### src/rtl/rca_operand_sequencer_pkg.sv
// rca_operand_sequencer_pkg
//   Constants and types shared by the operand sequencer, its settle timer and
//   its bus interface.
//   RCA_NBIT      : default operand/sum width; it must match decomposed_rca.
//   SETTLE_CNT_W  : settle counter width, which sets SETTLE_CYCLES to at most 15.
//   seq_state_t   : sequencer FSM encoding (IDLE=0, SETTLE=1, HOLD=2).
//   settle_cfg_ok : legality check for the SETTLE_CYCLES parameter.
package rca_operand_sequencer_pkg;

    localparam int RCA_NBIT     = 16;
    localparam int SETTLE_CNT_W = 4;

    typedef enum logic [1:0] {
        ST_IDLE   = 2'd0,
        ST_SETTLE = 2'd1,
        ST_HOLD   = 2'd2
    } seq_state_t;

    function automatic bit settle_cfg_ok(input int n);
        return (n >= 1) && (n <= (1 << SETTLE_CNT_W) - 1);
    endfunction

endpackage

### src/rtl/rca_operand_sequencer_if.sv
// rca_operand_sequencer_if
//   Bundles the operand handshake, the adder drive/return and the result
//   handshake of the operand sequencer.
//   Parameter NBIT : operand/sum width.
//   Signals:
//     in_valid, in_ready, in_a, in_b : operand pair handshake.
//     add_a, add_b, add_s            : drive to and sum from decomposed_rca.
//     out_valid, out_ready, out_s    : captured-sum handshake.
//     busy                           : sequencer is in SETTLE or HOLD.
//     out_carry                      : unsigned carry-out, present only when
//                                      RCA_SEQ_OVERFLOW_EN is defined.
//   Modports:
//     slave  : the sequencer side.
//     master : the environment (producer, consumer and adder).
interface rca_operand_sequencer_if
    import rca_operand_sequencer_pkg::*;
#(
    parameter int NBIT = RCA_NBIT
);
    logic            in_valid;
    logic            in_ready;
    logic [NBIT-1:0] in_a;
    logic [NBIT-1:0] in_b;
    logic [NBIT-1:0] add_a;
    logic [NBIT-1:0] add_b;
    logic [NBIT-1:0] add_s;
    logic            out_valid;
    logic            out_ready;
    logic [NBIT-1:0] out_s;
    logic            busy;
`ifdef RCA_SEQ_OVERFLOW_EN
    logic            out_carry;
`endif

    modport slave (
        input  in_valid, in_a, in_b, out_ready, add_s,
        output in_ready, add_a, add_b, out_valid, out_s, busy
`ifdef RCA_SEQ_OVERFLOW_EN
        , output out_carry
`endif
    );

    modport master (
        output in_valid, in_a, in_b, out_ready, add_s,
        input  in_ready, add_a, add_b, out_valid, out_s, busy
`ifdef RCA_SEQ_OVERFLOW_EN
        , input out_carry
`endif
    );

endinterface

### src/rtl/rca_settle_timer.sv
// rca_settle_timer
//   Load/decrement down-counter that times the ripple-carry settle window.
//   The counter is loaded when a pair is launched and steps down once per
//   clock until it reaches zero.
//   Ports:
//     clk        : clock, rising edge
//     rst        : synchronous active-high reset, clears the count to 0
//     load       : load load_value; this takes priority over dec
//     dec        : decrement; the count saturates at zero
//     load_value : value to load
//     zero       : count is zero
module rca_settle_timer
    import rca_operand_sequencer_pkg::*;
#(
    parameter int CNT_W = SETTLE_CNT_W
) (
    input  logic             clk,
    input  logic             rst,
    input  logic             load,
    input  logic             dec,
    input  logic [CNT_W-1:0] load_value,
    output logic             zero
);

    logic [CNT_W-1:0] cnt_reg;
    logic [CNT_W-1:0] cnt_next;

    always_comb begin
        cnt_next = cnt_reg;
        if (load) begin
            cnt_next = load_value;
        end else if (dec && (cnt_reg != '0)) begin
            cnt_next = cnt_reg - CNT_W'(1);
        end
    end

    always_ff @(posedge clk) begin
        if (rst) begin
            cnt_reg <= '0;
        end else begin
            cnt_reg <= cnt_next;
        end
    end

    assign zero = (cnt_reg == '0);

endmodule

### src/rtl/rca_operand_sequencer.sv
// rca_operand_sequencer
//   Upstream driver and result capturer for the combinational decomposed_rca
//   adder. The block accepts an operand pair and registers it onto the adder
//   inputs. It waits SETTLE_CYCLES clocks for the ripple carry to resolve. It
//   then captures the sum and presents it on a valid/ready output. The multi-
//   cycle ripple path becomes a timed stage that can take back-pressure.
//   Parameters:
//     NBIT          : operand/sum width (must match decomposed_rca)
//     SETTLE_CYCLES : clocks from operand launch to sum capture, 1..15
//   Ports:
//     clk : clock, rising edge
//     rst : synchronous active-high reset
//     bus : rca_operand_sequencer_if.slave (operand/result handshakes, adder
//           A/B drive and S return, busy)
//   Optional feature macro RCA_SEQ_OVERFLOW_EN: adds bus.out_carry. It is
//   captured together with out_s as the unsigned carry-out (add_s < add_a).
module rca_operand_sequencer
    import rca_operand_sequencer_pkg::*;
#(
    parameter int NBIT          = RCA_NBIT,
    parameter int SETTLE_CYCLES = 2
) (
    input  logic                   clk,
    input  logic                   rst,
    rca_operand_sequencer_if.slave bus
);

    // An illegal settle count is reported at elaboration, before any clock.
    if (!settle_cfg_ok(SETTLE_CYCLES)) begin : g_bad_settle_cfg
        $error("rca_operand_sequencer: SETTLE_CYCLES=%0d outside 1..15", SETTLE_CYCLES);
    end

    // The counter counts down to zero inclusive, so it loads one less than the window.
    localparam logic [SETTLE_CNT_W-1:0] SETTLE_LOAD = SETTLE_CNT_W'(SETTLE_CYCLES - 1);

    seq_state_t      state_reg;
    seq_state_t      state_next;

    logic [NBIT-1:0] add_a_reg;
    logic [NBIT-1:0] add_b_reg;
    logic [NBIT-1:0] out_s_reg;
    logic            out_valid_reg;

    logic            in_ready_int;
    logic            busy_int;
    logic            capture;
    logic            timer_dec;
    logic            timer_zero;
    logic            accept;
    logic            hand_off;

    rca_settle_timer #(
        .CNT_W (SETTLE_CNT_W)
    ) u_timer (
        .clk        (clk),
        .rst        (rst),
        .load       (accept),
        .dec        (timer_dec),
        .load_value (SETTLE_LOAD),
        .zero       (timer_zero)
    );

    // State register.
    always_ff @(posedge clk) begin
        if (rst) begin
            state_reg <= ST_IDLE;
        end else begin
            state_reg <= state_next;
        end
    end

    // Next-state logic.
    always_comb begin
        state_next = state_reg;
        unique case (state_reg)
            ST_IDLE: begin
                if (accept) begin
                    state_next = ST_SETTLE;
                end
            end
            ST_SETTLE: begin
                if (timer_zero) begin
                    state_next = ST_HOLD;
                end
            end
            ST_HOLD: begin
                if (bus.out_ready) begin
                    state_next = bus.in_valid ? ST_SETTLE : ST_IDLE;
                end
            end
            default: state_next = ST_IDLE;
        endcase
    end

    // FSM outputs. In HOLD, in_ready follows out_ready. The next pair can
    // therefore launch on the same edge that retires the current sum.
    always_comb begin
        in_ready_int = 1'b0;
        busy_int     = 1'b0;
        capture      = 1'b0;
        timer_dec    = 1'b0;
        unique case (state_reg)
            ST_IDLE: begin
                in_ready_int = 1'b1;
            end
            ST_SETTLE: begin
                busy_int = 1'b1;
                if (timer_zero) begin
                    capture = 1'b1;
                end else begin
                    timer_dec = 1'b1;
                end
            end
            ST_HOLD: begin
                busy_int     = 1'b1;
                in_ready_int = bus.out_ready;
            end
            default: ;
        endcase
        if (rst) begin
            in_ready_int = 1'b0;
        end
    end

    assign accept   = bus.in_valid && in_ready_int;
    assign hand_off = (state_reg == ST_HOLD) && bus.out_ready;

    // The operand registers change only on an accept edge. They stay stable
    // through capture, so add_s is read on a settled path.
    always_ff @(posedge clk) begin
        if (rst) begin
            add_a_reg <= '0;
            add_b_reg <= '0;
        end else if (accept) begin
            add_a_reg <= bus.in_a;
            add_b_reg <= bus.in_b;
        end
    end

    // The result register keeps its value after the handshake until the next capture.
    always_ff @(posedge clk) begin
        if (rst) begin
            out_s_reg     <= '0;
            out_valid_reg <= 1'b0;
        end else if (capture) begin
            out_s_reg     <= bus.add_s;
            out_valid_reg <= 1'b1;
        end else if (hand_off) begin
            out_valid_reg <= 1'b0;
        end
    end

`ifdef RCA_SEQ_OVERFLOW_EN
    logic out_carry_reg;

    // The sum wraps exactly when it is smaller than either unsigned operand.
    always_ff @(posedge clk) begin
        if (rst) begin
            out_carry_reg <= 1'b0;
        end else if (capture) begin
            out_carry_reg <= (bus.add_s < add_a_reg);
        end
    end

    assign bus.out_carry = out_carry_reg;
`endif

    assign bus.in_ready  = in_ready_int;
    assign bus.busy      = busy_int;
    assign bus.add_a     = add_a_reg;
    assign bus.add_b     = add_b_reg;
    assign bus.out_s     = out_s_reg;
    assign bus.out_valid = out_valid_reg;

endmodule

### src/flat_wrapper.sv
// flat-port wrapper written by rule: the top's interface ports become plain ports
module rca_operand_sequencer_flat import rca_operand_sequencer_pkg::*;
#(
    parameter int NBIT          = RCA_NBIT,
    parameter int SETTLE_CYCLES = 2
)
  (clk, rst, bus_in_valid, bus_in_a, bus_in_b, bus_out_ready, bus_add_s, bus_in_ready, bus_add_a, bus_add_b, bus_out_valid, bus_out_s, bus_busy);
  rca_operand_sequencer_if #(.NBIT(NBIT)) bus_i ();
  input  logic clk;
  input  logic rst;
  input wire logic [$bits(bus_i.in_valid)-1:0] bus_in_valid;
  input wire logic [$bits(bus_i.in_a)-1:0] bus_in_a;
  input wire logic [$bits(bus_i.in_b)-1:0] bus_in_b;
  input wire logic [$bits(bus_i.out_ready)-1:0] bus_out_ready;
  input wire logic [$bits(bus_i.add_s)-1:0] bus_add_s;
  output wire logic [$bits(bus_i.in_ready)-1:0] bus_in_ready;
  output wire logic [$bits(bus_i.add_a)-1:0] bus_add_a;
  output wire logic [$bits(bus_i.add_b)-1:0] bus_add_b;
  output wire logic [$bits(bus_i.out_valid)-1:0] bus_out_valid;
  output wire logic [$bits(bus_i.out_s)-1:0] bus_out_s;
  output wire logic [$bits(bus_i.busy)-1:0] bus_busy;
  assign bus_i.in_valid = bus_in_valid;
  assign bus_i.in_a = bus_in_a;
  assign bus_i.in_b = bus_in_b;
  assign bus_i.out_ready = bus_out_ready;
  assign bus_i.add_s = bus_add_s;
  assign bus_in_ready = bus_i.in_ready;
  assign bus_add_a = bus_i.add_a;
  assign bus_add_b = bus_i.add_b;
  assign bus_out_valid = bus_i.out_valid;
  assign bus_out_s = bus_i.out_s;
  assign bus_busy = bus_i.busy;
  rca_operand_sequencer #(.NBIT(NBIT), .SETTLE_CYCLES(SETTLE_CYCLES)) u_core (.clk(clk), .rst(rst), .bus(bus_i));
endmodule
### config.mk
export PLATFORM = sky130hd
export DESIGN_NAME = rca_operand_sequencer_flat
export DESIGN_NICKNAME = d
export VERILOG_FILES = /design/src/rtl/rca_operand_sequencer_pkg.sv /design/src/rtl/rca_operand_sequencer_if.sv /design/src/rtl/rca_settle_timer.sv /design/src/rtl/rca_operand_sequencer.sv /design/src/flat_wrapper.sv
export SDC_FILE = /design/constraint.sdc
export NUM_CORES = 1
export LEC_CHECK = 0
export BUFFER_PORTS_ARGS = -buffer_cell sky130_fd_sc_hd__clkbuf_2
export CORE_MARGIN = 5
export CORE_UTILIZATION = 49
export CTS_CLUSTER_SIZE = 25
export DETAILED_ROUTE_END_ITERATION = 10
export GPL_ROUTABILITY_DRIVEN = 1
export GPL_TIMING_DRIVEN = 0
export PLACE_DENSITY_LB_ADDON = 0.2
export SKIP_CTS_REPAIR_TIMING = 1
export SKIP_LAST_GASP = 1
export SLEW_MARGIN = 5
export SYNTH_ARGS = -nofsm -noshare
export SYNTH_HDL_FRONTEND = slang
export SYNTH_SLANG_ARGS = --single-unit
export TNS_END_PERCENT = 30
### constraint.sdc
create_clock -name clk -period 2.65 [get_ports clk]
set_input_delay 0.1325 -clock clk [delete_from_list [all_inputs] [get_ports clk]]
set_output_delay 0.1325 -clock clk [all_outputs]
set_load 0.01 [all_outputs]
## Word level (Yosys, flattened, before mapping)

Index checks and enable logic that the tools add are counted.

| word-level totals | value |
|---|---|
| logic and storage cells | 40 |
| output and inout bits | 51 |
| input port bits | 52 |
| bits in registers | 55 |

| operators by class | value |
|---|---|
| add/sub/neg operators | 1 |
| muxes and demuxes | 16 |
| reductions and logical operators | 11 |
| equality and inequality tests | 5 |

Operators with widths:

| cell | count |
|---|---|
| 2-to-1 mux 1 bit | 11 |
| 2-to-1 mux 2 bit | 3 |
| case mux 2 bit (3 select lines) | 1 |
| zero test 4 bit | 1 |
| inequality test 2 x 1 -> 1 bit, second input constant | 2 |
| nonzero test 2 bit | 2 |
| nonzero test 4 bit | 1 |
| OR reduction 2 bit | 2 |
| subtractor 4 x 1 -> 4 bit, second input constant | 1 |
| logical AND 1 bit | 3 |
| AND reduction 3 bit | 1 |
| equality test 2 x 1 -> 1 bit, second input constant | 1 |
| equality test 2 bit, second input constant | 1 |
| zero test 2 bit | 1 |
| inequality test 2 bit, second input constant | 1 |
| case mux 1 bit (2 select lines) | 1 |

## Logic depth before layout (Yosys ltp)

| depth | value |
|---|---|
| depth after elaboration | 6 |
| gate-level depth with buffers | 8 |
| gate-level depth less buffers | 6 |

## Modules after synthesis

From an unflattened synthesis, not the netlist that was laid out.

| unflattened totals | value |
|---|---|
| cells, all modules | 232 |
| area, all modules | 2323.5 um2 |

By module, submodules not included:

| module | cells each | times used | seq. area each (um2) | area each (um2) |
|---|---|---|---|---|
| rca_operand_sequencer | 203 | 1 | 1021.0 | 2060.7 |
| rca_settle_timer | 29 | 1 | 80.1 | 262.8 |

## Worst setup path after synthesis

Ideal clock, no wire load.

| timing path | value |
|---|---|
| path type | reg-to-reg |
| start point | register u_core.state_reg[0] |
| end point | register u_core.add_a_reg[0], in the netlist u_core.bus.add_a[0] |
| slack | 1.117 ns |
| period minus slack after synthesis | 1.533 ns |
| library setup time | 0.128 ns |
| stages on the path, launching flop included | 9 |
| data arrival time | 1.405 ns |
| data required time | 2.522 ns |
| buffers on the path | 2 |
| path through | dfxtp_1 -> inv_1 -> ha_1 -> o21ai_1 -> a21oi_2 -> buf_6 -> buf_12 -> mux2i_1 -> nor2_1 |

| on the way | value |
|---|---|
| word-level cells in the longest chain between the ends | 4 |
| elaborated cells between the ends (all ways) | 5 |
| classes of those cells | 1 x eq/ne; 2 x mux; 2 x reduce/logical |

Ends and longest elaborated chain:

| what | line | text |
|---|---|---|
| start: declaration | rca_operand_sequencer.sv:36 | `seq_state_t state_reg;` |
| start signal: assignment | rca_operand_sequencer.sv:68 | `state_reg <= state_next;` |
| equality test 2 bit or zero test 2 bit (tied branches) | rca_operand_sequencer.sv:102 | `unique case (state_reg)` |
| case mux 1 bit (2 select lines) * | rca_operand_sequencer.sv:102 |  |
| 2-to-1 mux 1 bit * | rca_operand_sequencer.sv:120 | `if (rst) begin` |
| logical AND 1 bit * | rca_operand_sequencer.sv:125 | `assign accept = bus.in_valid && in_ready_int;` |
| end signal: assignment | rca_operand_sequencer.sv:135 | `add_a_reg <= bus.in_a;` |
| end: declaration | rca_operand_sequencer.sv:39 | `logic [NBIT-1:0] add_a_reg;` |

Mark *: on every way between the ends. The rest lies on a longest branch, timed or not.
A chain may end at the register's enable or synchronous reset.

## Worst setup path in the final report

| timing path | value |
|---|---|
| start point | register u_core.state_reg[0] |
| end point | register u_core.add_b_reg[0], in the netlist u_core.bus.add_b[0] |

| on the way | value |
|---|---|
| word-level cells in the longest chain between the ends | 4 |
| elaborated cells between the ends (all ways) | 5 |
| classes of those cells | 1 x eq/ne; 2 x mux; 2 x reduce/logical |

Ends and longest elaborated chain:

| what | line | text |
|---|---|---|
| equality test 2 bit or zero test 2 bit (tied branches) | rca_operand_sequencer.sv:102 |  |
| case mux 1 bit (2 select lines) * | rca_operand_sequencer.sv:102 |  |
| 2-to-1 mux 1 bit * | rca_operand_sequencer.sv:120 |  |
| logical AND 1 bit * | rca_operand_sequencer.sv:125 |  |
| end signal: assignment | rca_operand_sequencer.sv:136 | `add_b_reg <= bus.in_b;` |
| end: declaration | rca_operand_sequencer.sv:40 | `logic [NBIT-1:0] add_b_reg;` |

Marks and branches as above.

==> results.cfg <==
[synthesis]
ys_seq_elements = 55
synth_most_common_cell = dfxtp_1
async_reset_ff_frac = 0
avgSynthCellArea_sq_um = 9.654
ys_seq_area_frac = 0.5069
yosysUniqueCellTypes = 30
synth_top_area_share = 0.5069
synthesis.nets = 283
synth_ff_type = dfxtp_1
synth_top_cell_by_area = dfxtp_1
syn-instance-count = 225
synthTopCellsByArea = dfxtp_1, mux2i_1, nand2_1
synth_warnings = 0
synth_commonest_cells = dfxtp_1, nand2_1, nor2_1
synth_edf_count = 0
syn_area_sq_um = 2172

[power]
p_clk_frac = 0.179
switching_share = 0.3417
powerDensity_nw_per_um2 = 852.3
power_frac_seq = 0.431
internal_power_uw = 1587
comb_power_share = 0.390
p_switching_uw = 823.9
power.leakage_uw = 0.001297
peakVddDrop_uv = 408.2
fin_total_pwr_uw = 2411

[cells_and_area]
antenna_cells = 0
fin_util = 0.6542
layout.nets = 392
area_delta_synth_final_pct = 30.24
final_cell_area_sq_um = 2829
drive_above_1_share = 0.3582

[die]
die_y_um = 76.58
initial_utilization = 0.5023
core_sq_um = 4324
num_rows = 24
ios = 103
dieArea_sq_um = 5865
fp.dieW_um = 76.58

[grt]
grt_pass1_wl_um = 8059
grt_overflow = 0
grt_max_degree = 16
first_global_vias = 1856
met2_usage = 0.2800
grt_antenna_before_repair = 0
grt_usage = 0.1642
grt_busiest_layer = met2
use_met1 = 0.1786
grt_use_met3 = 0.07683

[critical_path]
criticalPathCategory = reg -> reg
reg2reg_depth = 8
worstReg2RegEnd = u_core.bus.add_b[0]$_SDFFE_PP0P_
start_kind = flip-flop
worstPathRequired_ns = 2.83
crit_fanout = 10
r2r_setup_slack_ns = 0.94
end_kind = flip-flop
reg2reg_from = u_core.state_reg[0]$_SDFFE_PP0P_
cp.arrival_ns = 1.90

[cts]
clk_pin_slew_worst_paths_ns = 0.09
root_buffer = clkbuf_8
clock_latency_ns = 0.30
cts_tree = done
cts_made_buffers = 5
cts.path.max_buffers = 2
htreeDepth = 2
cts_num_sinks = 55

[routing]
routed_wirelength_um = 4729
num_vias = 1841
drt-pass1-iter-count = 4
drtIter0Drc = 26
via_per_inst = 4.757
drt-wirelength-per-cell_um = 12.22
antenna_left = 0
drc = 0

[hold_path]
worstHoldPathCells = 3
whs_endpoint = u_core.bus.out_s[13]$_SDFFE_PP0P_
worstHoldStart = bus_add_s[13]
hp-class = in -> reg

[placement]
dpl_cell_area_sq_um = 2748
hpwl_um = 3699
post-place-ws_ns = 0.9410
portBuffers = 102
gp_congestion = 0.7783

[sta]
hold_violations = 0
clock_skew_ns = 0.004594
period_share = 0.6470
min_period_ns = 1.715
rsz0062_at_grt = no
fmax_mhz = 583.2
tightest_slew_ns = 0.4364
fin_ws_ns = 0.9354
slew-limit-headroom = 0.7090
slew_violations = 0
finalSetupViolCount = 0
final.setup.tns_ns = 0

[run]
drv_cap = 0

[run_status]
outcome = completed
-- worst max-delay path by stage --
stage	cells past startpoint	from	end	slack [ns]
after floorplan	8	u_core.state_reg[0]$_SDFFE_PP0P_	u_core.bus.add_a[0]$_SDFFE_PP0P_	1.12
after global placement	8	u_core.state_reg[0]$_SDFFE_PP0P_	u_core.bus.add_b[5]$_SDFFE_PP0P_	0.99
after detailed placement	8	u_core.state_reg[0]$_SDFFE_PP0P_	u_core.bus.add_b[6]$_SDFFE_PP0P_	0.94
after CTS	8	u_core.state_reg[0]$_SDFFE_PP0P_	u_core.bus.add_b[0]$_SDFFE_PP0P_	0.91
after global routing	8	u_core.state_reg[0]$_SDFFE_PP0P_	u_core.bus.add_a[0]$_SDFFE_PP0P_	0.80
final	8	u_core.state_reg[0]$_SDFFE_PP0P_	u_core.bus.add_b[0]$_SDFFE_PP0P_	0.94
-- layout make-up --
type                       instances  area [sq um]
buffer                            13         113.9
clock buffer                       7         76.32
clock inverter                     1         5.005
fill                             398          1495
inverter                           4         15.01
multi-input combinational        153         942.2
sequential                        55          1101
tap                               52         65.06
timing repair buffer             102         510.5
-- critical path, cell delays in order, from the launching register on --
cell	delay, ns
dfxtp_1	0.34
inv_1	0.12
ha_1	0.25
o21ai_1	0.12
a21oi_2	0.16
buf_6	0.19
buf_12	0.16
mux2i_1	0.21
nor2_1	0.05
-- stage by stage --
stage | std cells | hold WS, ns
after floorplan | 225 | 0.2685
after global placement | 379 | 0.3561
after detailed placement | 379 | 0.3612
after CTS | 387 | 0.03015
after global routing | 387 | 0.02250
final | 387 | 0.04289
-- cell families (layout without fill, tap and decap cells) --
group	after synthesis	in the layout	share of synthesized area
AND/OR/NAND/NOR	84	84	0.1647
flip-flops	55	55	0.5069
multiplexers	34	34	0.1573
AO/OA/AOI/OAI	28	28	0.07316
buffers and inverters	17	127	0.05933
adder cells (fa/ha/maj)	6	6	0.03456
XOR/XNOR	1	1	0.004033
-- power by group through the flow --
| stage | Clock [uW] | Combinational [uW] | Sequential, uW |
|---|---|---|---|
| 2_1_floorplan | 0 | 617 | 1110 |
| 3_3_place_gp | 0 | 928 | 1050 |
| 3_5_place_dp | 0 | 950 | 1060 |
| 4_1_cts | 451 | 954 | 1040 |
| 5_1_grt | 495 | 1040 | 1060 |
| 6_report | 433 | 940 | 1040 |
-- layout by cell type, fill, tap and decap left out, types with 2 or more instances in the layout --
master and instances:
dfxtp_1 55, ha_1 6, clkbuf_2 102, buf_12 3
clkbuf_1 7, nor3_1 5, o21ai_1 2, o31ai_1 2
nor2b_1 2, clkbuf_8 5, nor2_1 34, nand4_1 2
nand2_1 34, a21oi_1 19, nand2b_1 3, inv_1 4
buf_4 2, mux2i_1 33
-- layer usage --
| metal | routed length [um] | vias to the layer above |
|---|---|---|
| li1 | - | 962 |
| met1 | 1981 | 799 |
| met2 | 2201 | 75 |
| met3 | 482 | 5 |
| met4 | 63 | 0 |
| met5 | 0 | - |
Note: power is estimated with default switching activity, not from simulation.
